[config.mk]
export PLATFORM = sky130hd
export DESIGN_NAME = slink_rx_unpack
export DESIGN_NICKNAME = d
export VERILOG_FILES = /design/src/rtl/slink_pkg.sv /design/src/rtl/slink_bank_mgr.sv /design/src/rtl/slink_rx_unpack.sv
export SDC_FILE = /design/constraint.sdc
export NUM_CORES = 1
export LEC_CHECK = 0
export CAP_MARGIN = 20
export CORE_UTILIZATION = 40
export CTS_CLUSTER_DIAMETER = 100
export DETAILED_ROUTE_END_ITERATION = 10
export RECOVER_POWER = 100
export REMOVE_ABC_BUFFERS = 1
export SKIP_CTS_REPAIR_TIMING = 1
export SLEW_MARGIN = 5
export SYNTH_ARGS = -nofsm -noshare
export SYNTH_HDL_FRONTEND = slang
export SYNTH_SLANG_ARGS = --single-unit
[constraint.sdc]
create_clock -name clk_12_5m -period 3.3 [get_ports clk_12_5m]
set_clock_uncertainty 0.2 [all_clocks]
set_input_delay 0.825 -clock clk_12_5m [delete_from_list [all_inputs] [get_ports clk_12_5m]]
set_output_delay 0.825 -clock clk_12_5m [all_outputs]
set_load 0.02 [all_outputs]
[src/rtl/slink_pkg.sv]
// ---------------------------------------------------------------------------
// slink_pkg
// Shared definitions for the SLINK receive-side unpacker:
//   - bit positions of the SOP/EOP flags in the 18-bit FIFO word
//   - err_code values reported with pkt_err
//   - parser state encoding
//   - saturating 16-bit increment used by the statistics counters
// ---------------------------------------------------------------------------
package slink_pkg;

    localparam int SOP_BIT = 17;
    localparam int EOP_BIT = 16;

    localparam logic [2:0] ERR_NONE   = 3'd0;
    localparam logic [2:0] ERR_NOSOP  = 3'd1;
    localparam logic [2:0] ERR_LEN    = 3'd2;
    localparam logic [2:0] ERR_EOP    = 3'd3;
    localparam logic [2:0] ERR_SUM    = 3'd4;
    localparam logic [2:0] ERR_RESYNC = 3'd5;
    localparam logic [2:0] ERR_TOUT   = 3'd6;

    typedef enum logic [1:0] {
        IDLE  = 2'd0,
        HDR   = 2'd1,
        BODY  = 2'd2,
        DRAIN = 2'd3
    } state_e;

    function automatic logic [15:0] sat_inc16(input logic [15:0] v);
        return (v == 16'hFFFF) ? v : v + 16'd1;
    endfunction

endpackage

[src/rtl/slink_bank_mgr.sv]
// ---------------------------------------------------------------------------
// slink_bank_mgr
// Tracks the busy state of the two ping-pong buffer banks.
//   clk_i / rst_ni   clock, async active-low reset (both banks free)
//   set_i            mark set_bank_i busy (good packet stored)
//   rel_i[1:0]       host release pulses, one bit per bank
//   fill_act_i       a frame is currently being parsed into fill_bank_i
//   free_any_o       at least one bank is free
//   free_bank_o      lowest-numbered free bank (valid with free_any_o)
// Selection looks at the registered flags only, so a release arriving in
// the same cycle as a selection becomes visible one cycle later.
// ---------------------------------------------------------------------------
module slink_bank_mgr (
    input  logic       clk_i,
    input  logic       rst_ni,
    input  logic       set_i,
    input  logic       set_bank_i,
    input  logic [1:0] rel_i,
    input  logic       fill_act_i,
    input  logic       fill_bank_i,
    output logic       free_any_o,
    output logic       free_bank_o
);

    logic [1:0] busy_q, busy_d;
    logic [1:0] rel_eff;

    always_comb begin
        rel_eff = rel_i;
        // the host cannot free the bank we are writing into
        if (fill_act_i) rel_eff[fill_bank_i] = 1'b0;
        busy_d = busy_q & ~rel_eff;
        if (set_i) busy_d[set_bank_i] = 1'b1;
    end

    always_ff @(posedge clk_i or negedge rst_ni) begin
        if (!rst_ni) busy_q <= 2'b00;
        else         busy_q <= busy_d;
    end

    assign free_any_o  = ~&busy_q;
    assign free_bank_o = busy_q[0];

endmodule

[src/rtl/slink_rx_unpack.sv]
// ---------------------------------------------------------------------------
// slink_rx_unpack
// Reads framed words from the SLINK RX FIFO, validates header length,
// framing and checksum, writes the payload into one bank of a ping-pong
// buffer and reports good / discarded packets.
//   clk_12_5m, rst_12_5m          clock, async active-low reset
//   slink_mm_empty/dval/data      FIFO read side ([17]=SOP [16]=EOP)
//   mm_slink_rdreq                FIFO read request (combinational)
//   buf_wr_en/addr/data           buffer write port, addr = {bank, offset}
//   bank_rel[1:0]                 host frees a bank (one-cycle pulse)
//   pkt_done/pkt_bank/pkt_len     good packet stored
//   pkt_err/err_code              packet discarded and why
//   pkt_ok_cnt/pkt_err_cnt        saturating counters
// Build option: define SLINK_RX_UNPACK_STAT_EN to implement the counters;
// otherwise they read as zero.
//
// state | meaning
// IDLE  | waiting for a free bank and FIFO data; issues the header read
// HDR   | header read in flight; checks SOP and length
// BODY  | reading payload + checksum, writing payload to the bank
// DRAIN | frame broken; reading and dropping its remaining words
// ---------------------------------------------------------------------------
module slink_rx_unpack
    import slink_pkg::*;
#(
    parameter int BUF_AW   = 9,
    parameter int MAX_LEN  = 250,
    parameter int TOUT_CYC = 1024
) (
    input  logic              clk_12_5m,
    input  logic              rst_12_5m,
    input  logic              slink_mm_empty,
    input  logic              slink_mm_dval,
    input  logic [17:0]       slink_mm_data,
    output logic              mm_slink_rdreq,
    output logic              buf_wr_en,
    output logic [BUF_AW-1:0] buf_wr_addr,
    output logic [15:0]       buf_wr_data,
    input  logic [1:0]        bank_rel,
    output logic              pkt_done,
    output logic              pkt_bank,
    output logic [15:0]       pkt_len,
    output logic              pkt_err,
    output logic [2:0]        err_code,
    output logic [15:0]       pkt_ok_cnt,
    output logic [15:0]       pkt_err_cnt
);

    localparam int          OW        = BUF_AW - 1;
    localparam int          TW        = $clog2(TOUT_CYC) + 1;
    localparam logic [TW-1:0] TOUT_LOAD = TW'(TOUT_CYC - 1);
    localparam logic [15:0] LEN_MAX   = 16'(MAX_LEN);

    state_e              state_q, state_d;
    logic                bank_q, bank_d;
    logic [15:0]         len_q, len_d;
    logic [15:0]         sum_q, sum_d;
    logic [15:0]         req_q, req_d;
    logic [15:0]         rcv_q, rcv_d;
    logic [TW-1:0]       tout_q, tout_d;
    logic                rd_pend_q;
    logic                wr_en_q, wr_en_d;
    logic [BUF_AW-1:0]   wr_addr_q, wr_addr_d;
    logic [15:0]         wr_data_q, wr_data_d;
    logic                done_q, done_d;
    logic                pbank_q, pbank_d;
    logic [15:0]         plen_q, plen_d;
    logic                err_q, err_d;
    logic [2:0]          code_q, code_d;
    logic                rdreq;
    logic                free_any, free_bank;

    logic        w_sop, w_eop;
    logic [15:0] w_data;

    assign w_sop  = slink_mm_data[SOP_BIT];
    assign w_eop  = slink_mm_data[EOP_BIT];
    assign w_data = slink_mm_data[15:0];

    slink_bank_mgr u_bank_mgr (
        .clk_i       (clk_12_5m),
        .rst_ni      (rst_12_5m),
        .set_i       (done_d),
        .set_bank_i  (bank_q),
        .rel_i       (bank_rel),
        .fill_act_i  (state_q != IDLE),
        .fill_bank_i (bank_q),
        .free_any_o  (free_any),
        .free_bank_o (free_bank)
    );

    always_comb begin
        state_d   = state_q;
        bank_d    = bank_q;
        len_d     = len_q;
        sum_d     = sum_q;
        req_d     = req_q;
        rcv_d     = rcv_q;
        tout_d    = TOUT_LOAD;
        rdreq     = 1'b0;
        wr_en_d   = 1'b0;
        wr_addr_d = wr_addr_q;
        wr_data_d = wr_data_q;
        done_d    = 1'b0;
        pbank_d   = pbank_q;
        plen_d    = plen_q;
        err_d     = 1'b0;
        code_d    = ERR_NONE;

        unique case (state_q)
            IDLE: begin
                if (free_any && !slink_mm_empty) begin
                    rdreq   = 1'b1;
                    bank_d  = free_bank;
                    state_d = HDR;
                end
            end
            HDR: begin
                if (slink_mm_dval) begin
                    if (!w_sop) begin
                        err_d   = 1'b1;
                        code_d  = ERR_NOSOP;
                        state_d = IDLE;
                    end else if (w_data == 16'd0 || w_data > LEN_MAX) begin
                        err_d   = 1'b1;
                        code_d  = ERR_LEN;
                        state_d = IDLE;
                    end else begin
                        len_d   = w_data;
                        sum_d   = w_data;
                        req_d   = w_data + 16'd1;   // payload + checksum
                        rcv_d   = 16'd0;
                        state_d = BODY;
                    end
                end
            end
            BODY, DRAIN: begin
                rdreq = !slink_mm_empty && (req_q != 16'd0);
                if (rdreq) req_d = req_q - 16'd1;

                // starvation timer; a stalled drain just gives up quietly
                if (slink_mm_empty && req_q != 16'd0) begin
                    if (tout_q == '0) begin
                        state_d = IDLE;
                        req_d   = 16'd0;
                        if (state_q == BODY) begin
                            err_d  = 1'b1;
                            code_d = ERR_TOUT;
                        end
                    end else begin
                        tout_d = tout_q - TW'(1);
                    end
                end

                if (state_q == DRAIN) begin
                    if (req_q == 16'd0 && !rd_pend_q) state_d = IDLE;
                end else if (slink_mm_dval) begin
                    if (rcv_q == len_q) begin
                        state_d = IDLE;
                        if (!w_eop) begin
                            err_d  = 1'b1;
                            code_d = ERR_EOP;
                        end else if (w_data != sum_q) begin
                            err_d  = 1'b1;
                            code_d = ERR_SUM;
                        end else begin
                            done_d  = 1'b1;
                            pbank_d = bank_q;
                            plen_d  = len_q;
                        end
                    end else if (w_sop) begin
                        err_d   = 1'b1;
                        code_d  = ERR_RESYNC;
                        state_d = DRAIN;
                    end else if (w_eop) begin
                        err_d   = 1'b1;
                        code_d  = ERR_EOP;
                        state_d = DRAIN;
                    end else begin
                        wr_en_d   = 1'b1;
                        wr_addr_d = {bank_q, rcv_q[OW-1:0]};
                        wr_data_d = w_data;
                        sum_d     = sum_q + w_data;
                        rcv_d     = rcv_q + 16'd1;
                    end
                end
            end
            default: state_d = IDLE;
        endcase
    end

    always_ff @(posedge clk_12_5m or negedge rst_12_5m) begin
        if (!rst_12_5m) begin
            state_q   <= IDLE;
            bank_q    <= 1'b0;
            len_q     <= 16'd0;
            sum_q     <= 16'd0;
            req_q     <= 16'd0;
            rcv_q     <= 16'd0;
            tout_q    <= TOUT_LOAD;
            rd_pend_q <= 1'b0;
            wr_en_q   <= 1'b0;
            wr_addr_q <= '0;
            wr_data_q <= 16'd0;
            done_q    <= 1'b0;
            pbank_q   <= 1'b0;
            plen_q    <= 16'd0;
            err_q     <= 1'b0;
            code_q    <= ERR_NONE;
        end else begin
            state_q   <= state_d;
            bank_q    <= bank_d;
            len_q     <= len_d;
            sum_q     <= sum_d;
            req_q     <= req_d;
            rcv_q     <= rcv_d;
            tout_q    <= tout_d;
            rd_pend_q <= rdreq;
            wr_en_q   <= wr_en_d;
            wr_addr_q <= wr_addr_d;
            wr_data_q <= wr_data_d;
            done_q    <= done_d;
            pbank_q   <= pbank_d;
            plen_q    <= plen_d;
            err_q     <= err_d;
            code_q    <= code_d;
        end
    end

    assign mm_slink_rdreq = rdreq;
    assign buf_wr_en      = wr_en_q;
    assign buf_wr_addr    = wr_addr_q;
    assign buf_wr_data    = wr_data_q;
    assign pkt_done       = done_q;
    assign pkt_bank       = pbank_q;
    assign pkt_len        = plen_q;
    assign pkt_err        = err_q;
    assign err_code       = code_q;

`ifdef SLINK_RX_UNPACK_STAT_EN
    logic [15:0] ok_cnt_q, err_cnt_q;

    always_ff @(posedge clk_12_5m or negedge rst_12_5m) begin
        if (!rst_12_5m) begin
            ok_cnt_q  <= 16'd0;
            err_cnt_q <= 16'd0;
        end else begin
            if (done_d) ok_cnt_q  <= sat_inc16(ok_cnt_q);
            if (err_d)  err_cnt_q <= sat_inc16(err_cnt_q);
        end
    end

    assign pkt_ok_cnt  = ok_cnt_q;
    assign pkt_err_cnt = err_cnt_q;
`else
    assign pkt_ok_cnt  = 16'd0;
    assign pkt_err_cnt = 16'd0;
`endif

endmodule
==> results of run 1 <==
-- cells in the mapped netlist, types with 3 or more instances --
master	n	area [um2]
buf_4	37	278
and2_1	5	31.3
dfstp_2	10	263
a21o_1	6	45.0
a22o_1	3	26.3
nor2_1	50	188
o21bai_1	3	22.5
nor4_1	9	56.3
a211oi_1	4	30.0
inv_1	20	75.1
xnor2_1	33	289
and3_1	12	75.1
nor2b_1	12	75.1
ha_1	21	263
o21ai_0	54	270
clkbuf_1	22	82.6
nand4_1	18	113
a21oi_1	22	110
o41ai_1	3	26.3
o22ai_1	3	18.8
or3_1	7	43.8
nand2_1	118	443
nand2b_1	10	62.6
xor2_1	24	210
a31oi_1	10	62.6
or4_1	3	22.5
a21boi_0	3	22.5
mux2_2	24	270
nand3_1	18	90.1
dfrtp_1	119	2980
nor3_1	11	55.1
buf_2	7	35.0
mux2i_1	8	80.1
o31ai_1	4	30.0
-- how the worst max path moves through the flow --
stage,to,cells past startpoint,start
3_5_place_dp,rcv_q[12]$_DFFE_PN0P_,9,slink_mm_data[9]
5_1_grt,sum_q[14]$_DFFE_PN0P_,12,slink_mm_data[0]
3_3_place_gp,pkt_len[9]$_DFFE_PN0P_,11,slink_mm_data[9]
6_report,sum_q[14]$_DFFE_PN0P_,12,slink_mm_data[0]
2_1_floorplan,sum_q[9]$_DFFE_PN0P_,8,slink_mm_data[15]
4_1_cts,mm_slink_rdreq,6,req_q[9]$_DFFE_PN0P_
-- report_power, final --
| group | internal, mW | leakage (nW) | total [mW] | switching [mW] |
|---|---|---|---|---|
| clock | 1.12 | 0.274 | 1.86 | 0.743 |
| sequential | 1.64 | 1.74 | 1.68 | 0.0428 |
| combinational | 0.277 | 2.37 | 0.672 | 0.395 |
-- critical path, cell delays in order --
cell and delay, ps:
clkdlybuf4s50_1 510, ha_1 230, inv_1 70, fa_1 390, nor2b_1 200, o31ai_2 120
a31oi_2 270, o2111ai_2 160, nand4b_1 140, a31oi_1 120, xor2_1 170, o21ai_0 200
-- kinds of logic after synthesis --
family,after synthesis,synth area share
AOI/OAI and AO/OA,132,0.115
xor gates and xnor gates,57,0.0707
adders and majority gates,22,0.0400
buffers and inverters,88,0.0677
DFF,129,0.459
muxes,32,0.0496
other,1,0.000531
and+or+nand+nor,287,0.198
-- sequential cells by signal, indices dropped and copies added (netlist names) --
signal / count
len_q: 16
rd_pend_q: 1
pkt_len: 16
u_bank_mgr.busy_q: 2
tout_q: 11
req_q: 16
bank_q: 1
pkt_err: 1
pkt_done: 1
buf_wr_addr: 9
state_q: 2
rcv_q: 16
buf_wr_data: 16
sum_q: 16
pkt_bank: 1
buf_wr_en: 1
err_code: 3
-- routing by layer --
layer	wire, um	GRT usage	vias to the layer above
met1	8300	0.276	2888
met2	9000	0.348	169
li1	-	-	2812
met4	277	0.0768	0
met5	0	0	-
met3	875	0.0450	25
-- stage by stage --
stage               area [um2]  hold WS (ps)
floorplan                 6780           225
global placement          8510           232
detailed placement        8510           237
CTS                       9100           234
global route              9290           272
finish                    9290           249
-- final cells by class --
type	instances	area (um2)	area share
Multi-Input combinational cell	562	3600	0.388
Sequential cell	129	3240	0.349
Timing Repair Buffer	161	1500	0.161
Clock buffer	18	429	0.0462
Tap cell	225	282	0.0303
Clock inverter	14	156	0.0168
Inverter	21	81.3	0.00875
==> metrics.txt, run 1 <==
most frequent cells in the layout=dfrtp_1 (119), nand2_1 (117), buf_4 (75), clkdlybuf4s50_1 (64), o21ai_0 (51); commonest non-fill, non-tap cell in the layout=dfrtp_1; Hold Path Class=reg2reg; Worst setup SP type=primary input; final WL=18,500 um; Ys Warns=0; status=finished clean; clk sinks=between 100 and 150; Hold Path End=tout_q[0]$_DFF_PN1_; Tot GR Track Use=0.212; CTS tree=yes; first-pass GRT wire length=around 30,000 um; Place WS=-549 ps; largest net degree at the start of global routing=45; Synth Register Bits=roughly 130; DRT iter0 DRCs=~340; Total Power=roughly 4.2 mW; max-slew violations=0; Post-DP HPWL=~13,000 um; crit path time final=roughly 3300 ps; Setup TNS Final=0 ps; share of cells above drive strength 1=0.201; critical path fanouts, max=3; drt drc=0; worst setup margin=approximately 9 ps; crit end category=flop; Filler cells=about 1,600; ANT cells=0; synthesized area per cell=around 9.4 um2; WS Path Type=in2reg; final hold violations=0; via count=around 6,000; pwr dens=around 450 nW/um2; core area=about 17,000 um2; Max VDD drop=approximately 0.00037 V; Area Overhead vs Synth=31.5%; vias in the first global route=around 6,000; Overflow after GRT=0; R2R setup slack=between 300 and 400 ps; Worst Path Arrival=between 3000 and 4000 ps; sequential cell area fraction in the yosys report=0.459; reg2reg path depth=10; via/cell ratio=between 5 and 6; CTS Buffer Depth=2; Hold Path Stages=1; ys flop type=dfrtp_1; number of synthesized flops with an enable pin=0; Die Area=roughly 18,000 um2; Routed wire per std cell=16.3 um; Max Freq=between 0.3 and 0.4 GHz; Worst slew margin=0.139; Worst-path clk slew=60 ps; Clock H-tree levels=4; Syn Inst Count=approximately 750; reg2reg start=tout_q[0]$_DFF_PN1_; RSZ-0062 raised after global routing=true; Inst Count DP=around 1,100; period utilization=0.997; initial antenna violation count=0; max_cap viols=0; GP Congestion=~0.86; final setup fails=0; async set-reset flop share out of synthesis=1.00; worst skew pair latency=roughly 420 ps; hold_sp=tout_q[0]$_DFF_PN1_; Core Util, Final=0.537; Rows=48; 1st-pass router iterations=5; Antenna Nets Post-Route=0; io pins=105; port bufs=between 70 and 80; CTS buffer count=17; reg-to-reg endpoint=err_code[2]$_DFF_PN0_; Distinct cells, synth=62; LEAKAGE=4.39 nW; Starting Density=0.408; Critical Path RT=3420 ps; Cell Area, Synth=7060 um2; die height=~130 um; worst-margin pin slew=1290 ps; Die X=135 um; non-filler cells, final=roughly 1,100; Clk Tree Root Cell=clkbuf_16; final net count=about 940
(Power assumes the default switching activity.)
==> run 2: changes to the inputs <==
CORE_UTILIZATION = 55   (was 40)
PLACE_DENSITY = 0.81   (was not set)
==> metrics.txt, run 2 (same netlist as run 1, synthesis figures left out) <==
status=finished clean; Total Power=around 4.3 mW; 1st-pass router iterations=5; CTS tree=yes; register area=about 3200 um2; Post-DP HPWL=approximately 13,000 um; final WL=18,500 um; reg-to-reg endpoint=pkt_len[8]$_DFFE_PN0P_; final net count=slightly above 900; core area=about 13,000 um2; io pins=~110; crit end category=flop; Worst slew margin=0.166; Clk Tree Root Cell=clkbuf_16; commonest non-fill, non-tap cell in the layout=dfrtp_1; Hold Path Class=reg2reg; final setup fails=0; via count=between 6,000 and 7,000; Max Freq=about 0.31 GHz; Worst-path clk slew=60 ps; crit path time final=3260 ps; GP Congestion=between 0.9 and 1; most frequent cells in the layout=dfrtp_1 (119), nand2_1 (116), buf_4 (60), o21ai_0 (51), nor2_1 (50); Setup TNS Final=0 ps; max-slew violations=0; Inst Count DP=1,034; CTS Buffer Depth=2; reg2reg start=rcv_q[2]$_DFFE_PN0P_; worst setup margin=37.8 ps; Die Area=roughly 13,000 um2; share of cells above drive strength 1=0.188; Worst setup SP type=primary input; max_cap viols=0; pwr dens=between 400 and 500 nW/um2; CTS buffer count=17; Cell Area, Placed=roughly 8300 um2; largest net degree at the start of global routing=54; Clock H-tree levels=4; Antenna Nets Post-Route=0; initial antenna violation count=1; drt drc=0; Final Cell Area=9080 um2; period utilization=0.989; reg2reg path depth=8; LEAKAGE=4.50 nW; Area Overhead vs Synth=28.6%; WS Path Type=in2reg; Die X=about 120 um; R2R setup slack=180 ps; Rows=41; vias in the first global route=between 6,000 and 7,000; Max VDD drop=0.000422 V; final hold violations=0; worst-margin pin slew=around 1300 ps; worst skew pair latency=roughly 430 ps; Routed wire per std cell=17.3 um; die height=115 um; via/cell ratio=5.69; Critical Path RT=around 3400 ps; Critical Path End=sum_q[15]$_DFFE_PN0P_; non-filler cells, final=between 1,000 and 1,500; Place WS=-589 ps; first-pass GRT wire length=29,400 um; clk sinks=about 130; DRT iter0 DRCs=~420; Overflow after GRT=0; port bufs=about 70; Tot GR Track Use=0.289; Starting Density=0.562; Worst Path Arrival=3380 ps; Multi-input gate area=between 3000 and 4000 um2; CP startpoint=slink_mm_data[6]; critical path fanouts, max=4; Filler cells=approximately 900; ANT cells=0
run 2: final cells by class:
class | count | share of cell area
clock buffer | 18 | 0.0472
clock inverter | 14 | 0.0198
inverter | 21 | 0.00868
multi-input combinational | 562 | 0.396
sequential | 129 | 0.357
tap | 172 | 0.0237
timing repair buffer | 153 | 0.148
run 2: through the flow:
step | hold slack [ps] | util
2_1_floorplan | 225 | -
3_3_place_gp | 233 | 0.663
3_5_place_dp | 245 | 0.663
4_1_cts | 231 | 0.712
5_1_grt | 291 | 0.723
6_report | 266 | 0.723
run 2: how the worst min path moves through the flow:
| stage | from | endpoint | slack (ps) | depth (start not counted) |
|---|---|---|---|---|
| 3_3_place_gp | tout_q[0]$_DFF_PN1_ | tout_q[0]$_DFF_PN1_ | 230 | 1 |
| 4_1_cts | rst_12_5m | req_q[0]$_DFFE_PN0P_ | 230 | 1 |
| 2_1_floorplan | tout_q[0]$_DFF_PN1_ | tout_q[0]$_DFF_PN1_ | 230 | 1 |
| 3_5_place_dp | tout_q[0]$_DFF_PN1_ | tout_q[0]$_DFF_PN1_ | 240 | 1 |
| 6_report | tout_q[0]$_DFF_PN1_ | tout_q[0]$_DFF_PN1_ | 270 | 1 |
| 5_1_grt | tout_q[0]$_DFF_PN1_ | tout_q[0]$_DFF_PN1_ | 290 | 1 |
run 2: power by group:
group          switching (mW)  internal [mW]
clock                   0.757           1.20
sequential             0.0484           1.64
combinational           0.399          0.276
run 2: worst max-delay path: stages:
cell	delay, ps
clkdlybuf4s50_1	640
ha_4	270
buf_4	150
a21o_1	150
a21o_1	190
o41ai_2	310
buf_4	180
o2111ai_1	140
xor2_1	230
o21ai_0	110
a22o_1	190
run 2: per-layer routing:
metal  up-vias  global-route usage  wire (um)
met5         -                   0          0
met4         0               0.136        576
met3        53              0.0664        997
met2       232               0.486       9220
met1      2990               0.353       7670
li1       2809                   -          -
